<file path="src/rtl/uart_pkg.sv">
// Shared types and helpers for the UART receiver.
// UART_RX_PARITY_EN adds the even-parity state to the state enum.
package uart_pkg;

  localparam int unsigned DATA_BITS = 8;

  typedef enum logic [2:0] {
    StIdle,
    StStart,
    StData,
`ifdef UART_RX_PARITY_EN
    StParity,
`endif
    StStop,
    StBreak
  } rx_state_e;

  // Even parity: the transmitted parity bit makes the total count of ones even.
  function automatic logic parity_even(input logic [DATA_BITS-1:0] d);
    return ^d;
  endfunction

endpackage

</file>
<file path="src/rtl/sync2.sv">
// Two-flop synchronizer for a single asynchronous input, with a
// configurable reset value so release never fakes an edge.
module sync2 #(
  parameter logic ResetVal = 1'b1
) (
  input  logic clk,
  input  logic rst_n,
  input  logic d_i,
  output logic q_o
);

  logic meta_q;

  always_ff @(posedge clk or negedge rst_n) begin
    if (!rst_n) begin
      meta_q <= ResetVal;
      q_o    <= ResetVal;
    end else begin
      meta_q <= d_i;
      q_o    <= meta_q;
    end
  end

endmodule

</file>
<file path="src/rtl/uart_rx.sv">
// UART receiver, 8 data bits, LSB first, with valid/ready output handshake.
// Define UART_RX_PARITY_EN for 8E1 framing; default build is 8N1.
module uart_rx #(
  parameter int unsigned CLKS_PER_BIT = 434
) (
  input  logic       clk,
  input  logic       rst_n,
  input  logic       rx_i,
  output logic [7:0] data_o,
  output logic       valid_o,
  input  logic       ready_i,
  output logic       frame_err_o,
  output logic       parity_err_o,
  output logic       overrun_o
);
  import uart_pkg::*;

  localparam int unsigned CntW = $clog2(CLKS_PER_BIT);
  localparam logic [CntW-1:0] CntMax  = CntW'(CLKS_PER_BIT - 1);
  localparam logic [CntW-1:0] CntHalf = CntW'(CLKS_PER_BIT / 2 - 1);
  localparam logic [2:0]      LastBit = 3'(DATA_BITS - 1);

  rx_state_e            state_q, state_d;
  logic [CntW-1:0]      cnt_q, cnt_d;
  logic [2:0]           bit_q, bit_d;
  logic [DATA_BITS-1:0] shift_q, shift_d;
  logic [7:0]           data_q, data_d;
  logic                 valid_q, valid_d;
  logic                 ferr_q, ferr_d;
  logic                 ovr_q, ovr_d;
  logic                 rx_s, rx_dly_q;
  logic                 tick, deliver, stop_bad, xfer;
`ifdef UART_RX_PARITY_EN
  logic                 par_q, par_d;
  logic                 perr_q, perr_d;
  logic                 par_bad;
`endif

  sync2 #(
    .ResetVal(1'b1)
  ) u_sync (
    .clk  (clk),
    .rst_n(rst_n),
    .d_i  (rx_i),
    .q_o  (rx_s)
  );

  assign tick = (cnt_q == CntMax);

  always_comb begin
    state_d  = state_q;
    cnt_d    = cnt_q;
    bit_d    = bit_q;
    shift_d  = shift_q;
    deliver  = 1'b0;
    stop_bad = 1'b0;
`ifdef UART_RX_PARITY_EN
    par_d    = par_q;
    par_bad  = 1'b0;
`endif
    case (state_q)
      StIdle: begin
        if (rx_dly_q && !rx_s) begin
          state_d = StStart;
          cnt_d   = '0;
        end
      end
      StStart: begin
        if (cnt_q == CntHalf) begin
          cnt_d   = '0;
          bit_d   = '0;
          state_d = rx_s ? StIdle : StData;
        end else begin
          cnt_d = cnt_q + CntW'(1);
        end
      end
      StData: begin
        if (tick) begin
          cnt_d   = '0;
          shift_d = {rx_s, shift_q[DATA_BITS-1:1]};
          bit_d   = bit_q + 3'd1;
          if (bit_q == LastBit) begin
`ifdef UART_RX_PARITY_EN
            state_d = StParity;
`else
            state_d = StStop;
`endif
          end
        end else begin
          cnt_d = cnt_q + CntW'(1);
        end
      end
`ifdef UART_RX_PARITY_EN
      StParity: begin
        if (tick) begin
          cnt_d   = '0;
          par_d   = rx_s;
          state_d = StStop;
        end else begin
          cnt_d = cnt_q + CntW'(1);
        end
      end
`endif
      StStop: begin
        if (tick) begin
          cnt_d = '0;
          if (rx_s) begin
            state_d = StIdle;
`ifdef UART_RX_PARITY_EN
            par_bad = (par_q != parity_even(shift_q));
            deliver = !par_bad;
`else
            deliver = 1'b1;
`endif
          end else begin
            // Frame error outranks a parity mismatch.
            stop_bad = 1'b1;
            state_d  = StBreak;
          end
        end else begin
          cnt_d = cnt_q + CntW'(1);
        end
      end
      StBreak: begin
        if (rx_s) state_d = StIdle;
      end
      default: state_d = StIdle;
    endcase
  end

  // Output handshake: a completed byte never stalls reception; it is dropped
  // if the previous one is still pending.
  always_comb begin
    xfer    = valid_q && ready_i;
    data_d  = data_q;
    valid_d = valid_q;
    ovr_d   = ovr_q;
    ferr_d  = stop_bad;
`ifdef UART_RX_PARITY_EN
    perr_d  = par_bad;
`endif
    if (xfer) begin
      valid_d = 1'b0;
      ovr_d   = 1'b0;
    end
    if (deliver) begin
      if (!valid_q || ready_i) begin
        data_d  = shift_q;
        valid_d = 1'b1;
      end else begin
        ovr_d = 1'b1;
      end
    end
  end

  always_ff @(posedge clk or negedge rst_n) begin
    if (!rst_n) begin
      state_q  <= StIdle;
      cnt_q    <= '0;
      bit_q    <= '0;
      shift_q  <= '0;
      rx_dly_q <= 1'b1;
      data_q   <= '0;
      valid_q  <= 1'b0;
      ferr_q   <= 1'b0;
      ovr_q    <= 1'b0;
`ifdef UART_RX_PARITY_EN
      par_q    <= 1'b0;
      perr_q   <= 1'b0;
`endif
    end else begin
      state_q  <= state_d;
      cnt_q    <= cnt_d;
      bit_q    <= bit_d;
      shift_q  <= shift_d;
      rx_dly_q <= rx_s;
      data_q   <= data_d;
      valid_q  <= valid_d;
      ferr_q   <= ferr_d;
      ovr_q    <= ovr_d;
`ifdef UART_RX_PARITY_EN
      par_q    <= par_d;
      perr_q   <= perr_d;
`endif
    end
  end

  assign data_o      = data_q;
  assign valid_o     = valid_q;
  assign frame_err_o = ferr_q;
  assign overrun_o   = ovr_q;
`ifdef UART_RX_PARITY_EN
  assign parity_err_o = perr_q;
`else
  assign parity_err_o = 1'b0;
`endif

endmodule
</file>
<file path="config.mk">
export PLATFORM = sky130hd
export DESIGN_NAME = uart_rx
export DESIGN_NICKNAME = d
export VERILOG_FILES = /design/src/rtl/uart_pkg.sv /design/src/rtl/sync2.sv /design/src/rtl/uart_rx.sv
export SDC_FILE = /design/constraint.sdc
export NUM_CORES = 1
export LEC_CHECK = 0
export ABC_AREA = 1
export BUFFER_PORTS_ARGS = -buffer_cell sky130_fd_sc_hd__buf_2
export CAP_MARGIN = 20
export CORE_ASPECT_RATIO = 0.8
export CORE_MARGIN = 3
export CORE_UTILIZATION = 58
export DETAILED_ROUTE_END_ITERATION = 10
export GPL_TIMING_DRIVEN = 0
export PLACE_DENSITY = 0.78
export SLEW_MARGIN = 20
export SYNTH_ARGS = -nofsm -noshare
export SYNTH_HDL_FRONTEND = slang
export SYNTH_SLANG_ARGS = --single-unit
</file>
<file path="constraint.sdc">
create_clock -name clk -period 1.7 [get_ports clk]
set_input_delay 0.085 -clock clk [delete_from_list [all_inputs] [get_ports clk]]
set_output_delay 0.085 -clock clk [all_outputs]
set_load 0.01 [all_outputs]
</file>
Word level (Yosys, flattened, before mapping)

Index checks and enable logic that the tools add are counted.

Add/subtract/negate cells: 2
Equality and inequality tests: 13
Muxes and demuxes: 28
Reductions and logical operators: 14

Operators by type and width:

| kind                                           | number |
|---|---|
| two-way mux 3 bit                              | 9 |
| two-way mux 9 bit                              | 3 |
| one-hot mux 9 bit (3 select lines)             | 1 |
| one-hot mux 3 bit (5 select lines)             | 1 |
| two-way mux 1 bit                              | 12 |
| != test 2 bit (second input constant)          | 5 |
| adder 9 x 1 -> 9 bit (second input constant)   | 1 |
| == test 9 x 8 -> 1 bit (second input constant) | 1 |
| == test 9 bit (second input constant)          | 1 |
| == test 3 x 2 -> 1 bit (second input constant) | 2 |
| == test 3 bit (second input constant)          | 2 |
| one-hot mux 3 bit (2 select lines)             | 1 |
| AND reduction 2 bit                            | 3 |
| AND reduction 6 bit                            | 1 |
| adder 3 x 1 -> 3 bit (second input constant)   | 1 |
| == test 3 x 1 -> 1 bit (second input constant) | 1 |
| zero test 3 bit                                | 1 |
| AND reduction 3 bit                            | 1 |
| nonzero test 3 bit                             | 1 |
| logical AND 1 bit                              | 2 |
| zero test 1 bit                                | 2 |
| two-way mux 2 bit                              | 1 |
| != test 2 x 1 -> 1 bit (second input constant) | 1 |
| nonzero test 2 bit                             | 1 |
| other kinds (2)                                | 2 |

Output and inout bits: 12
Bits of input ports: 4
Logic and storage cells: 68
Register bits after elaboration: 37

Logic depth before layout (Yosys ltp)

Gate-level depths: netlist of run 1.

Word-level depth: 4
Mapped depth: 10
Gate-level depth less buffers: 10

Modules after synthesis

From an unflattened synthesis of run 1, not the netlist that was laid out.

Cell total of the unflattened synthesis: 204
Area total of the unflattened synthesis: 1848.0 µm²

By module, submodules not included:

| module  | seq. area each (µm²) | cells an instance | times used | area an instance (µm²) |
|---|---|---|---|---|
| uart_rx | 877.1                | 202               | 1          | 1795.5 |
| sync2   | 52.6                 | 2                 | 1          | 52.6 |

Least setup slack after synthesis of run 1

OpenSTA, ideal clock, no wires.

Path type: reg-to-reg
Start: register cnt_q[1]
End: register cnt_q[2]
Library setup time: 0.123 ns
Path slack: 0.274 ns
Cell stages (with the launch flop): 10
Clock period less this slack: 1.426 ns
Data required time: 1.577 ns
Arrival time: 1.303 ns
Path buffers: 0
Path through: dfrtp_1 -> inv_1 -> ha_1 -> nand2_1 -> nor2_1 -> nand2_1 -> nand2_1 -> nand2_1 -> nor2_2 -> nor2_1

Longest elaborated chain between the ends: 3
Elaborated cells on any way between the ends: 6
Those cells by class: add/sub (1); eq/ne (2); mux (3)

RTL lines:

| element                                            | line                                         | text |
|---|---|---|
| start, declared                                    | uart_rx.sv:24                                | `logic [CntW-1:0] cnt_q, cnt_d;` |
| start signal, assigned                             | uart_rx.sv:173                               | `cnt_q <= cnt_d;` |
| adder 9 x 1 -> 9 bit, or another cell as far along | uart_rx.sv:74, uart_rx.sv:90, uart_rx.sv:121 |  |
| two-way mux 9 bit (on tied branches)               | uart_rx.sv:78, uart_rx.sv:105, uart_rx.sv:69 |  |
| one-hot mux 9 bit (3 select lines) (*)             | uart_rx.sv:61                                | `case (state_q)` |

Every way passes the cells marked *; elsewhere a longest branch is shown, timed or not.
A chain may end at the register's enable or synchronous reset.

Final worst setup path of run 1

Start: register cnt_q[0]
End: register cnt_q[2]

The elaborated chain is that of the path after synthesis.

==> impl_metrics.ini, run 1 <==
[pwr]
leakage_uw = 0.00104
power.total_uw = 2400
vdd_drop_max_mv = 0.867
power.density_mw_per_mm2 = 1160

[critical_path]
critPathMaxStageDelay_ns = 0.45
worstPathRequired_ns = 1.88
crit_slowest_cell = dfrtp_2
cp_top_family = simple AND/OR/NAND/NOR gates
path_cells = inv_1 > ha_1 > nand2_1 > nor2_1 > nand2_1 > nand2_1 > nand2_2 > nor2_4 > nor2_1
crit_path_frequent_cell = nand2_1
start_kind = register
worst-path-buf-inv = 1
crit_arrival_ns = 1.75
path_max_fanout = 5
crit_path_end_kind = register
path_class = reg2reg

[clock_network]
clkSinkCount = 37
htree_num_levels = 2
cts_tree = done
cts-root-buf = clkbuf_8
cts_buffers = 5
clock_path_buffers = 2
cts.clk_slew.worst_paths_ns = 0.07
worstSkewPairLatency_ns = 0.28

[yosys]
synth_simple_gate_area_share_pct = 27.4
synthXorXnorAreaFrac_pct = 0.983
synthArstFlopShare_pct = 100
synthFlopType = dfrtp_1
synthAdderAreaFrac_pct = 3.51
synth_edf_count = 0
synth.avg_cell_area_sq_um = 8.10
synth.distinct_cells = 24
yosysSeqAreaShare_pct = 52.2
synth_top_family_by_area = simple AND/OR/NAND/NOR gates
yosys_register_bits = 37
synth_compound_area_share_pct = 7.72
synth_nets = 229
synth_mux_area_share_pct = 0
synth_cells = 220
synthesis.area_sq_mm = 0.00178
synth_warnings = 0

[global_route]
grt-ovfl-total = 0
grt_pass1_wl_mm = 5.80
grt_antenna_before_repair = 0
grt_max_degree = 38
track_usage_pct = 20.2
first_global_vias = 1339

[job]
drv_cap = 0

[routing]
wl_mm = 3.31
ant_nets = 0
first_pass_iters = 4
vias_per_cell = 5.11
drc = 0
drtIter0Drc = 109
wire_per_inst_microns = 11.6
vias = 1451

[layout]
most-common-layout-cells = nand2_1, dfrtp_1, inv_1
final_common_cell = nand2_1
stdcell_count = 284
final_layout_size_suffix_gt1_share_pct = 19.1
fin_nets = 254
regArea_sq_um = 931
syn_to_final_growth_pct = 16.1
antenna_cells = 0
nFillCells = 231
multi_input_area_sq_um = 732
post-route-util_pct = 72.6

[placement]
dp.cells = 272
place_ws_ns = -0.0337
hpwl_mm = 2.48
place.gp.congestion = 0.911
portBuffers = 14

[sta]
rsz0062_at_grt = no
setup_ws_ns = 0.131
setup_violations = 0
clock_skew_ns = 0.00319
hold_viol = 0
relSlewSlack_pct = 47.2
holdWs_ns = 0.357
max_freq_mhz = 637
worstMarginPinSlew_ns = 0.792
drv_slew = 0
fin_crit_ns = 1.57
fin_crit_sh_pct = 92.3

[die]
rows = 17
initial_core_util_pct = 62.5
die_area_sq_mm = 0.00378
core_sq_mm = 0.00285
die_x_microns = 68.0
io_pins = 16
dieHeight_microns = 55.6

[hold_path]
min_path_type = reg2reg

[outcome]
outcome = completed
==> metrics by stage <==
step | TNS (ns) | instance area, sq um
floorplan | 0 | 1780
global placement | 0 | 1900
detailed placement | -0.131 | 1900
CTS | 0 | 2030
global route | 0 | 2070
finish | 0 | 2070
==> state kept, by name, indices dropped and copies added, names as in the netlist <==
register       cells
data_o             8
valid_o            1
state_q            3
rx_dly_q           1
u_sync.meta_q      1
cnt_q              9
overrun_o          1
shift_q            8
bit_q              3
u_sync.q_o         1
frame_err_o        1
==> what timing repair did <==
| action | CTS | global route |
|---|---|---|
| hold buffers | 3 | 0 |
| hold endpoints to repair | 36 | 0 |
| buffers inserted | 0 | 2 |
| setup endpoints to repair | 6 | 29 |
| gates resized for setup | 2 | 10 |
==> cell families (layout without fill, tap and decap cells) <==
logic type	after synthesis	in the layout
and+or+nand+nor	113	113
adders and majority gates	5	5
AOI/OAI and AO/OA	26	26
buffers and inverters	36	62
other	1	1
xor gates and xnor gates	2	2
DFF	37	37
==> cell usage after synthesis, types with 2 or more instances <==
library cell  number  area [sq um]
dfstp_2            3          78.8
o21ai_0            3          15.0
inv_1             27           101
nor3_1             3          15.0
inv_2              5          18.8
buf_2              3          15.0
nand2_1           67           251
nand3_1           13          65.1
dfrtp_1           34           851
nor2_2             3          18.8
ha_1               5          62.6
nand4_1            5          31.3
nor2_1            19          71.3
o21ai_1           18          90.1
xor2_1             2          17.5
a21oi_1            2          10.0
==> final cells by class <==
cell class                      instances  area share, %
Multi-Input combinational cell        147           35.4
Sequential cell                        37           45.0
Inverter                               32           5.81
Clock inverter                          2          0.665
Clock buffer                            6           3.99
Timing Repair Buffer                   19           5.57
Tap cell                               38           2.30
Buffer                                  3           1.27
==> final timing paths <==
path                       depth (start not counted)          start  slack [ns]          to
min in group asynchronous                          2          rst_n        0.41    cnt_q[3]
max in group asynchronous                          2          rst_n        0.73    cnt_q[0]
hold reg to reg                                    0  u_sync.meta_q        0.36  u_sync.q_o
setup / recovery                                   9       cnt_q[0]        0.13    cnt_q[2]
hold / removal                                     0  u_sync.meta_q        0.36  u_sync.q_o
setup reg to reg                                   9       cnt_q[0]        0.13    cnt_q[2]
==> power by group <==
part           switching (uW)  total [uW]  internal [uW]
clock network             301         629            328
logic                     478         716            237
registers                92.8        1050            961
==> metal layers <==
| layer | vias up | wire length, microns | global-route usage, % |
|---|---|---|---|
| met5 | - | 0 | 0 |
| met4 | 0 | 33 | 7.37 |
| met3 | 7 | 199 | 4.65 |
| met2 | 36 | 1440 | 27.7 |
| met1 | 675 | 1630 | 30.8 |
| li1 | 733 | - | - |
Note: power is estimated with default switching activity, not from simulation.
==> inputs of run 2 (changes only) <==
--- a/config.mk
+++ b/config.mk
@@ -10,10 +10,9 @@
 export CAP_MARGIN = 20
 export CORE_ASPECT_RATIO = 0.8
 export CORE_MARGIN = 3
-export CORE_UTILIZATION = 58
+export CORE_UTILIZATION = 40
 export DETAILED_ROUTE_END_ITERATION = 10
 export GPL_TIMING_DRIVEN = 0
-export PLACE_DENSITY = 0.78
 export SLEW_MARGIN = 20
 export SYNTH_ARGS = -nofsm -noshare
 export SYNTH_HDL_FRONTEND = slang
==> impl_metrics.ini, run 2 (synthesis gave the netlist of run 1 again) <==
[outcome]
outcome = completed

[sta]
worstMarginPinSlew_ns = 0.785
drv_slew = 0
clock_skew_ns = 0.00447
relSlewSlack_pct = 47.6
hold_viol = 0
max_freq_mhz = 649
setup_violations = 0
fin_crit_sh_pct = 90.6
fin_crit_ns = 1.54
fin_tns_setup_ns = 0
setup_ws_ns = 0.159

[placement]
place.gp.congestion = 0.829
hpwl_mm = 2.43
portBuffers = 14
place_ws_ns = 0.00161

[clock_network]
worstSkewPairLatency_ns = 0.29
cts.clk_slew.worst_paths_ns = 0.07
cts_buffers = 5
clock_path_buffers = 2
htree_num_levels = 2
cts_tree = done
cts-root-buf = clkbuf_8
clkSinkCount = 37

[routing]
first_pass_iters = 4
wl_mm = 3.29
drc = 0
ant_nets = 0
vias = 1404
wire_per_inst_microns = 10.8
vias_per_cell = 4.60
drtIter0Drc = 67

[pwr]
power.density_mw_per_mm2 = 1110
vdd_drop_max_mv = 0.673
leakage_uw = 0.00106

[layout]
most-common-layout-cells = nand2_1, dfrtp_1, inv_1
syn_to_final_growth_pct = 18.4
antenna_cells = 0
fin_nets = 256
largest_reg_flops = 9
final_common_cell = nand2_1
largest-register = cnt_q
nFillCells = 407
final_layout_size_suffix_gt1_share_pct = 20.2

[critical_path]
path_class = reg2reg
worstPathRequired_ns = 1.87
reg2reg_to = cnt_q[3]
crit_arrival_ns = 1.72
endpoint = cnt_q[3]
critPathMaxStageDelay_ns = 0.40
worst_r2r_path_depth = 9
path_max_fanout = 5
crit_path_frequent_cell = nand2_2
rrSetupSlack_ns = 0.16
crit_path_start = cnt_q[1]
r2r_start = cnt_q[1]
crit_path_end_kind = register
path_cells = inv_1 > ha_1 > nand2_1 > nor2_1 > nand2_2 > nand2_2 > nand2_2 > nor2_4 > nor2_1
start_kind = register
crit_slowest_cell = dfrtp_1

[die]
die_x_microns = 80.6
core_sq_mm = 0.00423
io_pins = 16
rows = 21
dieHeight_microns = 65.7
die_area_sq_mm = 0.00530
initial_core_util_pct = 42.1

[global_route]
track_usage_pct = 14.5
grt_antenna_before_repair = 0
first_global_vias = 1350
grt-ovfl-total = 0
grt_pass1_wl_mm = 5.91
grt_max_degree = 38

[job]
drv_cap = 0

[hold_path]
min_path_type = in2reg
run 2: changes by cell type in the layout (fill, tap and decap cells not counted), moves of 2 or more:
cell	before	now
inv_2	6	4
nand2_2	3	6
buf_6	1	3
nand2_1	65	62
run 2: cell type report:
class                   instances  area (sq um)  share of cell area [%]
repair buffers                 20           133                    6.29
clock buffers                   6          72.6                    3.44
well taps                      57          71.3                    3.38
multi-input cells             147           729                    34.6
plain buffers                   4          41.3                    1.96
inverters                      32           123                    5.81
flip-flops and latches         37           930                    44.1
clock inverters                 2          10.0                   0.474
run 2: report_power, final:
group	switching [uW]	internal (uW)	total [uW]
clock network	309	284	593
logic	462	240	702
registers	80.8	958	1040
run 2: layer usage:
metal | track usage [%] | routed length (microns) | up-vias
met2 | 21.9 | 1330 | 24
met5 | 0 | 0 | -
li1 | - | - | 750
met3 | 4.11 | 165 | 2
met4 | 4.43 | 14 | 0
met1 | 20.3 | 1780 | 628
run 2: stage by stage:
| stage | total power [uW] | area, sq um | util, % | cells | hold WS (ns) |
|---|---|---|---|---|---|
| after global routing | 2510 | 2110 | 49.9 | 305 | 0.0105 |
| after global placement | 1690 | 1920 | 45.5 | 291 | 0.192 |
| after detailed placement | 1690 | 1920 | 45.5 | 291 | 0.194 |
| after floorplan | 1530 | 1780 | - | 220 | -0.211 |
| after CTS | 2310 | 2030 | 48.0 | 301 | 0.0107 |
| final | 2330 | 2110 | 49.9 | 305 | 0.0161 |
run 2: worst min path at each step:
stage | slack (ns) | cells past startpoint | endpoint | startpoint
2_1_floorplan | -0.21 | 0 | bit_q[0] | rst_n
3_3_place_gp | 0.19 | 1 | u_sync.meta_q | rx_i
3_5_place_dp | 0.19 | 1 | u_sync.meta_q | rx_i
4_1_cts | 0.01 | 2 | overrun_o | ready_i
5_1_grt | 0.01 | 2 | overrun_o | ready_i
6_report | 0.02 | 2 | overrun_o | ready_i
run 2: what timing repair did:
item | CTS | global route
setup endpoints to repair | 5 | 28
hold buffers | 2 | 0
buffers inserted | 0 | 4
resized for setup | 1 | 16
endpoints found under the hold margin | 35 | 0
run 2: worst max-delay path, delay by kind of cell, from the launching register on:
| kind | cells | cell delay, ns |
|---|---|---|
| adders and majority gates | 1 | 0.17 |
| buffers and inverters | 1 | 0.10 |
| DFF | 1 | 0.40 |
| and+or+nand+nor | 7 | 0.78 |
